### config.mk
export PLATFORM = sky130hd
export DESIGN_NAME = imem_loader
export DESIGN_NICKNAME = d
export VERILOG_FILES = /design/src/rtl/imem_loader.sv
export SDC_FILE = /design/constraint.sdc
export NUM_CORES = 1
export LEC_CHECK = 0
export CAP_MARGIN = 20
export CORE_MARGIN = 3
export CORE_UTILIZATION = 51
export CTS_BUF_LIST = sky130_fd_sc_hd__clkbuf_16
export DETAILED_ROUTE_END_ITERATION = 10
export PLACE_DENSITY = 0.8
export REMOVE_ABC_BUFFERS = 1
export SYNTH_ARGS = -nofsm -noshare
export SYNTH_HDL_FRONTEND = slang
export SYNTH_SLANG_ARGS = --single-unit
### constraint.sdc
create_clock -name clk -period 2.4 [get_ports clk]
set_input_delay 0.36 -clock clk [delete_from_list [all_inputs] [get_ports clk]]
set_output_delay 0.36 -clock clk [all_outputs]
set_load 0.02 [all_outputs]
### src/rtl/imem_loader.sv
// imem_loader: fills instruction memory from a little-endian byte stream
// (16-bit word count, then count 32-bit words) and releases the core reset
// only after every word has been written.
//
// state  | meaning
// -------+--------------------------------------------------------------
// LEN_LO | waiting for the low byte of the word count
// LEN_HI | waiting for the high byte of the word count, then range check
// DATA   | collecting the four bytes of the current word, LSB first
// WRITE  | one-cycle memory write of the assembled word
// DONE   | load complete, core released, further bytes refused
// ERROR  | count exceeded memory depth, core held in reset
module imem_loader #(
  parameter int NUM_INSTR = 1024
) (
  input  logic        clk,
  input  logic        n_rst,
  input  logic        load_req,
  input  logic        in_valid,
  input  logic [7:0]  in_data,
  output logic        in_ready,
  output logic        imem_we,
  output logic [31:0] imem_addr,
  output logic [31:0] imem_wdata,
  output logic        core_n_rst,
  output logic        done,
  output logic        error
);

  typedef enum logic [2:0] {
    LEN_LO = 3'd0,
    LEN_HI = 3'd1,
    DATA   = 3'd2,
    WRITE  = 3'd3,
    DONE   = 3'd4,
    ERROR  = 3'd5
  } state_t;

  // 17 bits so a count of 65535 still compares correctly against the depth
  localparam logic [16:0] MAX_CNT = 17'(NUM_INSTR);

  state_t      state;
  logic [15:0] count;
  logic [15:0] word_idx;
  logic [1:0]  byte_idx;
  logic [31:0] word;
  logic        accept;
  logic [15:0] len_full;
  logic [15:0] word_idx_nxt;

  // Byte acceptance is combinational so a restart request blocks the byte on the same cycle
  always_comb begin
    in_ready     = ((state == LEN_LO) || (state == LEN_HI) || (state == DATA)) && !load_req;
    accept       = in_valid && in_ready;
    len_full     = {in_data, count[7:0]};
    word_idx_nxt = word_idx + 16'd1;
  end

  // Write port is decoded from state so a write in flight is never cut short by load_req
  always_comb begin
    imem_we    = (state == WRITE);
    imem_addr  = {14'd0, word_idx, 2'b00};
    imem_wdata = word;
  end

  // Sequencer: load_req overrides every transition and clears all progress
  always_ff @(posedge clk or negedge n_rst) begin
    if (!n_rst) begin
      state      <= LEN_LO;
      count      <= '0;
      word_idx   <= '0;
      byte_idx   <= '0;
      word       <= '0;
      core_n_rst <= 1'b0;
      done       <= 1'b0;
      error      <= 1'b0;
    end else if (load_req) begin
      state      <= LEN_LO;
      count      <= '0;
      word_idx   <= '0;
      byte_idx   <= '0;
      word       <= '0;
      core_n_rst <= 1'b0;
      done       <= 1'b0;
      error      <= 1'b0;
    end else begin
      case (state)
        LEN_LO: begin
          if (accept) begin
            count[7:0] <= in_data;
            state      <= LEN_HI;
          end
        end
        LEN_HI: begin
          if (accept) begin
            count[15:8] <= in_data;
            if (len_full == 16'd0) begin
              state      <= DONE;
              done       <= 1'b1;
              core_n_rst <= 1'b1;
            end else if ({1'b0, len_full} > MAX_CNT) begin
              state <= ERROR;
              error <= 1'b1;
            end else begin
              state    <= DATA;
              word_idx <= '0;
              byte_idx <= '0;
            end
          end
        end
        DATA: begin
          if (accept) begin
            word[{byte_idx, 3'b000} +: 8] <= in_data;
            byte_idx                      <= byte_idx + 2'd1;
            if (byte_idx == 2'd3) begin
              state <= WRITE;
            end
          end
        end
        WRITE: begin
          word_idx <= word_idx_nxt;
          if (word_idx_nxt == count) begin
            state      <= DONE;
            done       <= 1'b1;
            core_n_rst <= 1'b1;
          end else begin
            state <= DATA;
          end
        end
        DONE: begin
          state <= DONE;
        end
        ERROR: begin
          state <= ERROR;
        end
        default: begin
          state <= LEN_LO;
        end
      endcase
    end
  end

endmodule

==> flow_summary.toml <==
[synthesis]
syn_area_per_cell_um2 = 9.632
synthDistinctLibCells = 59
synth-edff-count = 0
ys_seq_area_share_pct = 46.00
yosysWarnings = 0
syn_area_um2 = 3862
syn_inst = 401
ys_dominant_reg_cell = "dfrtp_1"
synthArstFlopShare_pct = 100.0
ys_ff_latch = 71

[cells_and_area]
layout-drive-gt1-share_pct = 13.06
area_growth_pct = 28.80
nets = 502
antennaDiodeCount = 0

[sta]
fin_crit_ns = 2.280
relSlewSlack_pct = 36.63
fmax_ghz = 0.4385
finalSetupTns_ns = 0
setup_viol = 0
clock_skew_ns = 0.006092
rsz0062_at_grt = "no"
min_period_over_period_pct = 95.01
final-hold-violation-count = 0
report.final.slew_viol_count = 0
worst_slew_pin_slew_ns = 0.9505

[pwr]
max-vdd-ir-drop_mv = 0.4426
power_density_nw_per_um2 = 557.9
p_total_mw = 2.775
p_leak_nw = 2.167

[setup_path]
r2r_end = "state[1]$_DFFE_PN0P_"
rr_startpoint = "word_idx[0]$_DFFE_PN0P_"
cp_max_fo = 12
critPathKind = "reg2out"
worst_setup_path_end_kind = "output pin"
ff2ff_path_depth = 8
crit_path_cell_trace = "nand2_1, nor2_2, clkdlybuf4s50_1"
critPathTopFamily = "buffers and inverters"
startpoint_type = "register"
crit_path_top_delay_cell = "clkdlybuf4s50_1"
max_stage_delay_ns = 0.64
required_ns = 2.04
arrival_ns = 1.92
cp_num_buf_inv = 1
reg2reg_setup_slack_ns = 0.21

[clocking]
cts.sinks = 71
ctsHoldBuffers = 0
cts_tree = "built"
clkLatencyLatePin_ns = 0.33
root_buffer = "clkbuf_16"
numCtsBuffers = 9
clockBufferDepth = 2
ctsHtreeMaxLevel = 3
clk_pin_slew_ns = 0.06

[global_route]
track_usage_pct = 24.48
overflow = 0
grt_pass1_wl_mm = 16.80
antenna_found_initial = 0
grt_pass1_vias = 3322
grt_max_degree = 37

[routing]
first_pass_iters = 5
drc = 0
vias_per_cell = 5.817
vias = 3426
ant_nets = 0
drt-wirelength-per-cell_um = 16.99
drt_iter0_drc = 243
wirelength_mm = 10.01

[floorplan]
ios = 81
initial_core_util_pct = 52.97
die_h_um = 93.03
fp.dieW_um = 93.03
num_rows = 31
core_area_um2 = 7292
dieArea_um2 = 8654

[status]
status = "complete, no violations"

[placed_design]
place.gp.congestion = 0.9255
dpl.hpwl_mm = 7.138
port_buffers = 64

[run]
maxCapViolations = 0

[hold_path]
min_path_type = "in2async"
-- per-stage QoR --
step / utilization [%] / std cells / cell area (um^2) / hold slack [ns] / setup WS [ns]
2_1_floorplan: - / 379 / 3674 / 0.06441 / 0.2309
3_3_place_gp: 63.78 / 571 / 4651 / 0.4277 / -0.2910
3_5_place_dp: 63.78 / 571 / 4651 / 0.4402 / -0.4045
4_1_cts: 67.71 / 587 / 4937 / 0.09035 / 0.03525
5_1_grt: 68.22 / 589 / 4975 / 0.1139 / 0.03116
6_report: 68.22 / 589 / 4975 / 0.07069 / 0.1197
-- final cells by class --
type / count / area, um^2
fill: 591 / 2317
clock inverter: 7 / 50.05
tap: 99 / 123.9
multi-input combinational: 302 / 1894
inverter: 6 / 22.52
timing repair buffer: 95 / 880.8
sequential: 71 / 1778
clock buffer: 9 / 225.2
-- worst max-delay path by stage --
| stage | depth (start not counted) | startpoint | end | slack (ns) |
|---|---|---|---|---|
| after floorplan | 7 | word_idx[0]$_DFFE_PN0P_ | state[1]$_DFFE_PN0P_ | 0.23 |
| after global placement | 6 | in_data[1] | word_idx[6]$_DFFE_PN0P_ | -0.29 |
| after detailed placement | 6 | in_data[1] | word_idx[6]$_DFFE_PN0P_ | -0.40 |
| after CTS | 3 | state[0]$_DFFE_PN0P_ | imem_we | 0.04 |
| after global routing | 3 | state[0]$_DFFE_PN0P_ | imem_we | 0.03 |
| final | 3 | state[0]$_DFFE_PN0P_ | imem_we | 0.12 |
-- timing repair --
item,4_1_cts,5_1_grt
cloned,0,0
gates resized for setup,1,3
buffers inserted,0,1
pin swaps,0,1
setup endpoints to repair,12,14
hold endpoints to repair,0,0
-- synth_stat cells, types with 6 or more instances --
| library cell | n | area [um^2] |
|---|---|---|
| dfrtp_1 | 71 | 1777 |
| nand2_1 | 51 | 191.4 |
| nor2_1 | 36 | 135.1 |
| o21ai_0 | 31 | 155.2 |
| o31ai_1 | 22 | 165.2 |
| buf_4 | 17 | 127.6 |
| a22o_1 | 14 | 122.6 |
| xnor2_1 | 12 | 105.1 |
| a21oi_1 | 10 | 50.05 |
| clkbuf_1 | 10 | 37.54 |
| nand3_1 | 9 | 45.04 |
| mux2i_1 | 7 | 70.07 |
| nor2b_1 | 7 | 43.79 |
| xor2_1 | 7 | 61.31 |
| inv_1 | 6 | 22.52 |
-- where the power goes --
group | internal (mW) | switching (mW)
clock | 0.701 | 0.538
sequential | 1.22 | 0.0320
combinational | 0.108 | 0.174
-- kinds of logic (layout without fill, tap and decap cells) --
| kind of cell | count (synthesis) | after routing | synth area share (%) |
|---|---|---|---|
| mux | 8 | 8 | 2.106 |
| flops | 71 | 71 | 46.00 |
| buf+inv | 43 | 117 | 6.932 |
| compound gates | 106 | 106 | 19.66 |
| simple gates | 148 | 148 | 19.27 |
| xor+xnor | 19 | 19 | 4.308 |
| fa+ha+maj | 5 | 5 | 1.620 |
| other cells | 1 | 16 | 0.09709 |
-- layout by cell type, fill, tap and decap left out, types with 10 or more instances in the layout --
master,synthesis,final
dfrtp_1,71,70
o21ai_0,31,31
buf_4,17,30
xnor2_1,12,12
nor2_1,36,35
o31ai_1,22,22
a22o_1,14,14
conb_1,1,16
nand2_1,51,51
clkdlybuf4s50_1,0,63
a21oi_1,10,10
-- worst register-to-register path, stage by stage, from the launching register on --
cell       delay (ns)
dfrtp_2          0.43
ha_1             0.19
nand3_1          0.19
buf_4            0.22
nor2_1           0.20
xnor2_1          0.15
a2111oi_4        0.29
nand4_2          0.20
o21ba_1          0.21
-- sequential cells by signal, indices dropped and copies added, names as in the netlist --
signal	cells
count	16
word_idx	16
byte_idx	2
error	1
state	3
imem_wdata	32
done	1
-- routing by layer --
| metal | vias to the layer above | GRT usage (%) | wire length, um |
|---|---|---|---|
| met4 | 0 | 9.402 | 197 |
| met5 | - | 0 | 0 |
| met1 | 1645 | 34.94 | 4361 |
| met3 | 23 | 3.620 | 734 |
| met2 | 172 | 37.79 | 4715 |
| li1 | 1586 | - | - |
No activity file was read; power rests on OpenSTA's default activity.
